File: config.mk
export PLATFORM = sky130hd
export DESIGN_NAME = exec_scheduler
export DESIGN_NICKNAME = d
export VERILOG_FILES = /design/src/rtl/exec_pkg.sv /design/src/rtl/exec_scheduler_lane_order_fifo.sv /design/src/rtl/exec_scheduler.sv
export SDC_FILE = /design/constraint.sdc
export NUM_CORES = 1
export LEC_CHECK = 0
export ABC_CLOCK_PERIOD_IN_PS = 8850
export CAP_MARGIN = 20
export CELL_PAD_IN_SITES_DETAIL_PLACEMENT = 0
export CELL_PAD_IN_SITES_GLOBAL_PLACEMENT = 1
export CORE_AREA = 4 4 198 200
export CTS_CLUSTER_DIAMETER = 50
export CTS_CLUSTER_SIZE = 28
export DETAILED_ROUTE_END_ITERATION = 10
export DIE_AREA = 0 0 202 204
export PLACE_DENSITY_LB_ADDON = 0.1
export SLEW_MARGIN = 20
export SYNTH_ARGS = -nofsm -noshare
export SYNTH_HDL_FRONTEND = slang
export SYNTH_HIERARCHICAL = 1
export SYNTH_SLANG_ARGS = --single-unit
File: constraint.sdc
create_clock -name clk -period 8.85 [get_ports clk]
set_clock_uncertainty 0.05 [all_clocks]
set_input_delay 2.655 -clock clk [delete_from_list [all_inputs] [get_ports clk]]
set_output_delay 2.655 -clock clk [all_outputs]
set_load 0.05 [all_outputs]
File: src/rtl/exec_pkg.sv
// Shared types and bus widths for the executor scheduler.
// The widths match the shared def.svh bus macros: byte, address, data and quad buses.
package exec_pkg;

  localparam int NUM_LANES_DEF = 4;

  localparam int BYTE_W      = 8;
  localparam int HDR_MAX_LEN = 4;
  localparam int HDR_W       = BYTE_W * HDR_MAX_LEN;
  localparam int ADDR_W      = 8;
  localparam int MAX_VAL_LEN = 4;
  localparam int ARGS_W      = BYTE_W * MAX_VAL_LEN;
  localparam int DATA_W      = 8;
  localparam int NUM_HEADERS = 4;
  localparam int PHDR_W      = DATA_W * NUM_HEADERS;
  localparam int QUAD_W      = 32;
  localparam int MAX_OP_NUM  = 2;
  localparam int OPS_W       = QUAD_W * MAX_OP_NUM;

  typedef enum logic [1:0] {
    LANE_FREE = 2'd0,
    LANE_BUSY = 2'd1,
    LANE_DONE = 2'd2
  } lane_state_e;

  typedef enum logic [1:0] {
    CTRL_RUN   = 2'd0,
    CTRL_DRAIN = 2'd1,
    CTRL_MOD   = 2'd2
  } ctrl_state_e;

endpackage

File: src/rtl/exec_scheduler_lane_order_fifo.sv
// Arrival-order FIFO of lane indices. Each pointer is {lap bit, index}, and the index wraps at DEPTH.
module lane_order_fifo #(
  parameter int DEPTH = 4,
  parameter int IDX_W = 2
) (
  input  logic             clk,
  input  logic             rst,
  input  logic             push,
  input  logic [IDX_W-1:0] push_idx,
  input  logic             pop,
  output logic [IDX_W-1:0] head,
  output logic             empty
);

  logic [IDX_W:0]   wr_ptr_r;
  logic [IDX_W:0]   rd_ptr_r;
  logic [IDX_W-1:0] mem_r [DEPTH];

  function automatic logic [IDX_W:0] ptr_inc(input logic [IDX_W:0] p);
    if (p[IDX_W-1:0] == IDX_W'(DEPTH - 1)) begin
      return {~p[IDX_W], {IDX_W{1'b0}}};
    end else begin
      return {p[IDX_W], p[IDX_W-1:0] + {{(IDX_W-1){1'b0}}, 1'b1}};
    end
  endfunction

  assign head  = mem_r[rd_ptr_r[IDX_W-1:0]];
  assign empty = (wr_ptr_r == rd_ptr_r);

  // Storage and pointer update.
  always_ff @(posedge clk or posedge rst) begin
    if (rst) begin
      wr_ptr_r <= {(IDX_W+1){1'b0}};
      rd_ptr_r <= {(IDX_W+1){1'b0}};
      for (int i = 0; i < DEPTH; i++) begin
        mem_r[i] <= {IDX_W{1'b0}};
      end
    end else begin
      if (push) begin
        mem_r[wr_ptr_r[IDX_W-1:0]] <= push_idx;
        wr_ptr_r <= ptr_inc(wr_ptr_r);
      end
      if (pop) begin
        rd_ptr_r <= ptr_inc(rd_ptr_r);
      end
    end
  end

endmodule

File: src/rtl/exec_scheduler.sv
// Dispatches packets to parallel executor lanes, retires them in arrival order and
// broadcasts reconfiguration only once every lane has drained.
module exec_scheduler
  import exec_pkg::*;
#(
  parameter int NUM_LANES = NUM_LANES_DEF,
  parameter int LANE_W    = $clog2(NUM_LANES)
) (
  input  logic                       clk,
  input  logic                       rst,
  input  logic                       start_i,
  input  logic [HDR_W-1:0]           pkt_hdr_i,
  input  logic [ADDR_W-1:0]          op_start_cnt_i,
  input  logic [ARGS_W-1:0]          args_i,
  input  logic [PHDR_W-1:0]          parsed_hdrs_i,
  output logic                       busy_o,
  output logic                       ready_o,
  output logic [HDR_W-1:0]           pkt_hdr_o,
  input  logic                       mod_start_i,
  input  logic [OPS_W-1:0]           mod_ops_i,
  output logic [NUM_LANES-1:0]       exe_start_o,
  output logic [HDR_W-1:0]           exe_pkt_hdr_o,
  output logic [ADDR_W-1:0]          exe_op_start_cnt_o,
  output logic [ARGS_W-1:0]          exe_args_o,
  output logic [PHDR_W-1:0]          exe_parsed_hdrs_o,
  input  logic [NUM_LANES-1:0]       exe_ready_i,
  input  logic [NUM_LANES*HDR_W-1:0] exe_pkt_hdr_i,
  output logic                       exe_mod_start_o,
  output logic [OPS_W-1:0]           exe_mod_ops_o
);

  lane_state_e lane_r [NUM_LANES];
  ctrl_state_e ctrl_r;
  logic        pending_r;

  logic [NUM_LANES-1:0] free_s;
  logic [LANE_W-1:0]    free_idx_s;
  logic [LANE_W-1:0]    head_s;
  logic                 fifo_empty_s;
  logic                 accept_s;
  logic                 retire_s;
  logic                 all_idle_s;

  function automatic logic [NUM_LANES-1:0] lane_onehot(input logic [LANE_W-1:0] idx);
    return {{(NUM_LANES-1){1'b0}}, 1'b1} << idx;
  endfunction

  // Lane selection, busy and retire qualification from registered state only.
  always_comb begin
    free_idx_s = {LANE_W{1'b0}};
    for (int i = 0; i < NUM_LANES; i++) begin
      free_s[i] = (lane_r[i] == LANE_FREE);
    end
    for (int i = NUM_LANES - 1; i >= 0; i--) begin
      free_idx_s = free_s[i] ? LANE_W'(i) : free_idx_s;
    end
    busy_o     = ~(|free_s) | (ctrl_r != CTRL_RUN) | pending_r;
    accept_s   = start_i & ~busy_o;
    retire_s   = ~fifo_empty_s & (lane_r[head_s] == LANE_DONE);
    all_idle_s = (&free_s) & fifo_empty_s;
  end

  lane_order_fifo #(
    .DEPTH(NUM_LANES),
    .IDX_W(LANE_W)
  ) u_order (
    .clk     (clk),
    .rst     (rst),
    .push    (accept_s),
    .push_idx(free_idx_s),
    .pop     (retire_s),
    .head    (head_s),
    .empty   (fifo_empty_s)
  );

  // Lane state, dispatch broadcast and in-order retire.
  always_ff @(posedge clk or posedge rst) begin
    if (rst) begin
      for (int i = 0; i < NUM_LANES; i++) begin
        lane_r[i] <= LANE_FREE;
      end
      exe_start_o        <= {NUM_LANES{1'b0}};
      exe_pkt_hdr_o      <= {HDR_W{1'b0}};
      exe_op_start_cnt_o <= {ADDR_W{1'b0}};
      exe_args_o         <= {ARGS_W{1'b0}};
      exe_parsed_hdrs_o  <= {PHDR_W{1'b0}};
      ready_o            <= 1'b0;
      pkt_hdr_o          <= {HDR_W{1'b0}};
    end else begin
      exe_start_o <= {NUM_LANES{1'b0}};
      ready_o     <= 1'b0;
      // A done pulse only counts for a lane that is actually executing.
      for (int i = 0; i < NUM_LANES; i++) begin
        if ((lane_r[i] == LANE_BUSY) && exe_ready_i[i]) begin
          lane_r[i] <= LANE_DONE;
        end
      end
      if (accept_s) begin
        exe_start_o        <= lane_onehot(free_idx_s);
        exe_pkt_hdr_o      <= pkt_hdr_i;
        exe_op_start_cnt_o <= op_start_cnt_i;
        exe_args_o         <= args_i;
        exe_parsed_hdrs_o  <= parsed_hdrs_i;
        lane_r[free_idx_s] <= LANE_BUSY;
      end
      if (retire_s) begin
        ready_o        <= 1'b1;
        pkt_hdr_o      <= exe_pkt_hdr_i[head_s*HDR_W +: HDR_W];
        lane_r[head_s] <= LANE_FREE;
      end
    end
  end

  // Reconfiguration control: latch, drain, then a single broadcast pulse.
  always_ff @(posedge clk or posedge rst) begin
    if (rst) begin
      ctrl_r          <= CTRL_RUN;
      pending_r       <= 1'b0;
      exe_mod_start_o <= 1'b0;
      exe_mod_ops_o   <= {OPS_W{1'b0}};
    end else begin
      exe_mod_start_o <= 1'b0;
      case (ctrl_r)
        CTRL_RUN: begin
          if (mod_start_i) begin
            exe_mod_ops_o <= mod_ops_i;
            pending_r     <= 1'b1;
            ctrl_r        <= CTRL_DRAIN;
          end
        end
        CTRL_DRAIN: begin
          if (mod_start_i) begin
            exe_mod_ops_o <= mod_ops_i;
          end
          if (all_idle_s) begin
            exe_mod_start_o <= 1'b1;
            ctrl_r          <= CTRL_MOD;
          end
        end
        CTRL_MOD: begin
          // A request landing during the pulse needs its own drain/broadcast pass.
          if (mod_start_i) begin
            exe_mod_ops_o <= mod_ops_i;
            ctrl_r        <= CTRL_DRAIN;
          end else begin
            pending_r <= 1'b0;
            ctrl_r    <= CTRL_RUN;
          end
        end
        default: begin
          pending_r <= 1'b0;
          ctrl_r    <= CTRL_RUN;
        end
      endcase
    end
  end

endmodule

==> flow_summary.yaml <==
status:
  run_status: "complete, no violations"
layout:
  area.growth.synth_to_final_pct: 69.5
  most_frequent_standard_cell_in_the_layout_excluding_fill_and_tap_cells: "sky130_fd_sc_hd__clkdlybuf4s50_1"
  commonest_cells_after_routing_fill_and_taps_aside: "510 x sky130_fd_sc_hd__clkdlybuf4s50_1, 231 x sky130_fd_sc_hd__dfrtp_1, 129 x sky130_fd_sc_hd__mux2_2, 52 x sky130_fd_sc_hd__mux2_1, 35 x sky130_fd_sc_hd__clkbuf_16"
  post_route_cells_drive_above_1_share: 0.234
  fillers: 3446
  post_route_non_filler_standard_cell_count: 1650
  final_nets: 1419
floorplanning:
  floorplan.rows: 71
  floorplan.die.width_um: 202
  placeable_core_region_um2: 37400
  floorplan.die_area_um2: 41200
  vertical_die_dimension_um: 204
  ios: 511
  floorplan.initialDensity: 0.262
clock_tree:
  cts_htree_levels: 2
  cts.path.max_buffers: 3
  cts_buffers: 35
  clock_pin_slew_of_the_registers_on_the_worst_case_setup_and_hold_paths_ns: 0.05
  clockRootBuffer: "sky130_fd_sc_hd__clkbuf_16"
  clock_insertion_delay_worst_skew_ns: 0.50
  ctsHoldBuffers: 0
  tritoncts: "yes"
  clock_sinks: 231
  cts_setup_buffers: 0
  post_cts_resized: 0
timing:
  timing_worst_slew_pin_value_ns: 1.05
  setup_viol_count_final: 0
  final_max_slew_viol_count: 0
  fin_ws_ns: 3.64
  finalHoldViolations: 0
  fmax_mhz: 192
  relSlewSlack: 0.298
  period_needed_ns: 5.21
  period_share: 0.588
  hold-worst-slack_ns: 0.437
  setup-tns-final_ns: 0
  setup_repair_after_global_routing_missed_its_margin: "no"
yosys:
  syn_nets: 898
  synthDominantCellAreaShare: 0.591
  ys_warn_count: 6
  syn-instance-count: 589
  yosys_register_bits: 231
  syn-cell-area_um2: 9780
  post_synth_edffs: 0
  async_flop_share: 1.00
  avgSynthCellArea_um2: 16.6
  dominantRegCellSynth: "sky130_fd_sc_hd__dfrtp_1"
  post_synth_num_cell_types: 43
  synth_area_leaders: "sky130_fd_sc_hd__dfrtp_1 59%, sky130_fd_sc_hd__mux2_2 15%, sky130_fd_sc_hd__mux4_2 7.8%"
  synth_top_area_cell: "sky130_fd_sc_hd__dfrtp_1"
  synth-seq-area-share: 0.591
power_and_ir_drop:
  p_sw_frac: 0.426
  power.share.combinational: 0.522
  ir_drop_uv: 176
  p_int_mw: 3.78
  p_sw_mw: 2.81
  clock_power_share: 0.218
  leakage_nw: 6.82
  seqPwrFrac: 0.261
  pwr_density_cell_nw_per_um2: 397
  sum_of_internal_switching_and_leakage_power_mw: 6.59
hold_path:
  holdPathStages: 1
  worst_hold_startpoint: "exe_args_o[6]$_DFFE_PP0N_"
  hold_end: "exe_args_o[6]$_DFFE_PP0N_"
  hold_path_class: "reg -> reg"
setup_path:
  cp_max_fo: 6
  critical_path_s_top_delay_family: "simple AND/OR/NAND/NOR gates"
  crit_slowest_cell: "sky130_fd_sc_hd__clkdlybuf4s50_1"
  critPathBufInv: 1
  timing.reg2reg.worst_path_depth: 6
  startpoint_type: "register"
  ff2ff_setup_slack_ns: 5.40
  crit-reg2reg-launch: "u_order/rd_ptr_r[1]$_DFFE_PP0P_"
  worstPathRequired_ns: 6.15
  cpPeakStageDelay_ns: 0.75
  crit_arrival_ns: 2.50
  critical_path_cell_by_cell: "nor3_1 > nand2_1 > clkdlybuf4s50_1"
  setup.worst_path.end_class: "output port"
  critPathKind: "reg -> out"
  worstReg2RegEnd: "pkt_hdr_o[29]$_DFFE_PP0N_"
placement:
  placement.setup.worst_slack_ns: 3.75
  detailed_place_hpwl_mm: 24.6
  post-place-cells: 1584
  gp_routability_congestion: 0.718
  io_buffers: 510
global_routing:
  grt_pass1_vias: 7823
  global_route.usage.total: 0.153
  grt_first_pass_wirelength_mm: 48.8
  largest_net_degree_at_the_start_of_global_routing: 113
  antenna_violations_before_repair: 4
  global_route.overflow_total: 0
routing:
  wl_per_cell_um: 19.8
  via_per_inst: 4.23
  drt_first_pass_iters: 4
  remaining_drc_errors: 0
  routed_wl_mm: 32.7
  vias: 6985
  drt_iter0_drc: 188
  final_antenna_net_count: 0
job:
  timing.max_cap.violations: 0
-- power by group through the flow --
stage | combinational (mW) | sequential, mW | clock, mW
floorplan | 0.987 | 3.05 | 0
global placement | 3.49 | 1.73 | 0
detailed placement | 3.49 | 1.73 | 0
CTS | 3.50 | 1.72 | 1.49
global route | 3.60 | 1.78 | 1.53
finish | 3.44 | 1.72 | 1.43
-- final cells by class --
| cell class | count | area, um^2 | area share |
|---|---|---|---|
| sequential | 231 | 5780 | 0.349 |
| timing repair buffer | 515 | 5150 | 0.311 |
| multi-input combinational | 317 | 3740 | 0.226 |
| clock buffer | 41 | 928 | 0.0560 |
| tap | 511 | 639 | 0.0386 |
| clock inverter | 22 | 287 | 0.0173 |
| inverter | 10 | 45.0 | 0.00272 |
| antenna | 3 | 7.51 | 0.000453 |
-- cells in the mapped netlist, types with 4 or more instances --
library cell and count:
sky130_fd_sc_hd__mux4_2 34, sky130_fd_sc_hd__o21ai_0 6, sky130_fd_sc_hd__buf_2 11, sky130_fd_sc_hd__a21oi_1 4, sky130_fd_sc_hd__dfrtp_1 231, sky130_fd_sc_hd__buf_8 6
sky130_fd_sc_hd__nor3_1 6, sky130_fd_sc_hd__ha_1 5, sky130_fd_sc_hd__nand2_1 11, sky130_fd_sc_hd__mux2_4 29, sky130_fd_sc_hd__mux2_1 52, sky130_fd_sc_hd__nor2_1 11
sky130_fd_sc_hd__inv_1 10, sky130_fd_sc_hd__mux2_2 129, sky130_fd_sc_hd__buf_4 5
-- state kept, by name, summed over array words and instances (netlist names), 4 cells and up --
name / count
pkt_hdr_o: 32
exe_args_o: 32
exe_pkt_hdr_o: 32
exe_start_o: 4
u_order/mem_r: 8
lane_r: 8
exe_parsed_hdrs_o: 32
exe_op_start_cnt_o: 8
exe_mod_ops_o: 64
-- per-stage QoR --
step | cell area (um^2) | util
after CTS | 16600 | 0.443
after floorplan | 9780 | -
final | 16600 | 0.443
after global placement | 15400 | 0.411
after detailed placement | 15400 | 0.411
after global routing | 16600 | 0.443
-- routing by layer --
| layer | wire length (um) | vias to the layer above | track usage |
|---|---|---|---|
| met2 | 17200 | 309 | 0.277 |
| met1 | 11800 | 3419 | 0.166 |
| met5 | 13 | - | 0 |
| met4 | 791 | 2 | 0.0486 |
| met3 | 2940 | 48 | 0.0557 |
| li1 | - | 3207 | - |
-- worst max path at each step --
stage	startpoint	to	slack [ns]	depth (start not counted)
2_1_floorplan	rst	ctrl_r[0]$_DFFE_PP0P_	0.21	1
3_3_place_gp	start_i	exe_pkt_hdr_o[30]$_DFFE_PP0N_	3.75	4
3_5_place_dp	start_i	exe_args_o[31]$_DFFE_PP0N_	3.75	4
4_1_cts	ctrl_r[0]$_DFFE_PP0P_	busy_o	3.57	3
5_1_grt	ctrl_r[0]$_DFFE_PP0P_	busy_o	3.50	3
6_report	ctrl_r[0]$_DFFE_PP0P_	busy_o	3.64	3
-- kinds of logic (layout without fill, tap and decap cells) --
group | count (synthesis) | in the layout | synth area share
AOI/OAI and AO/OA | 21 | 21 | 0.0154
xor gates and xnor gates | 5 | 5 | 0.00448
adders and majority gates | 6 | 6 | 0.00742
buffers and inverters | 41 | 588 | 0.0285
DFF | 231 | 231 | 0.591
muxes | 244 | 244 | 0.331
other | 0 | 3 | 0
and+or+nand+nor | 41 | 41 | 0.0220
No activity file was read; power rests on OpenSTA's default activity.
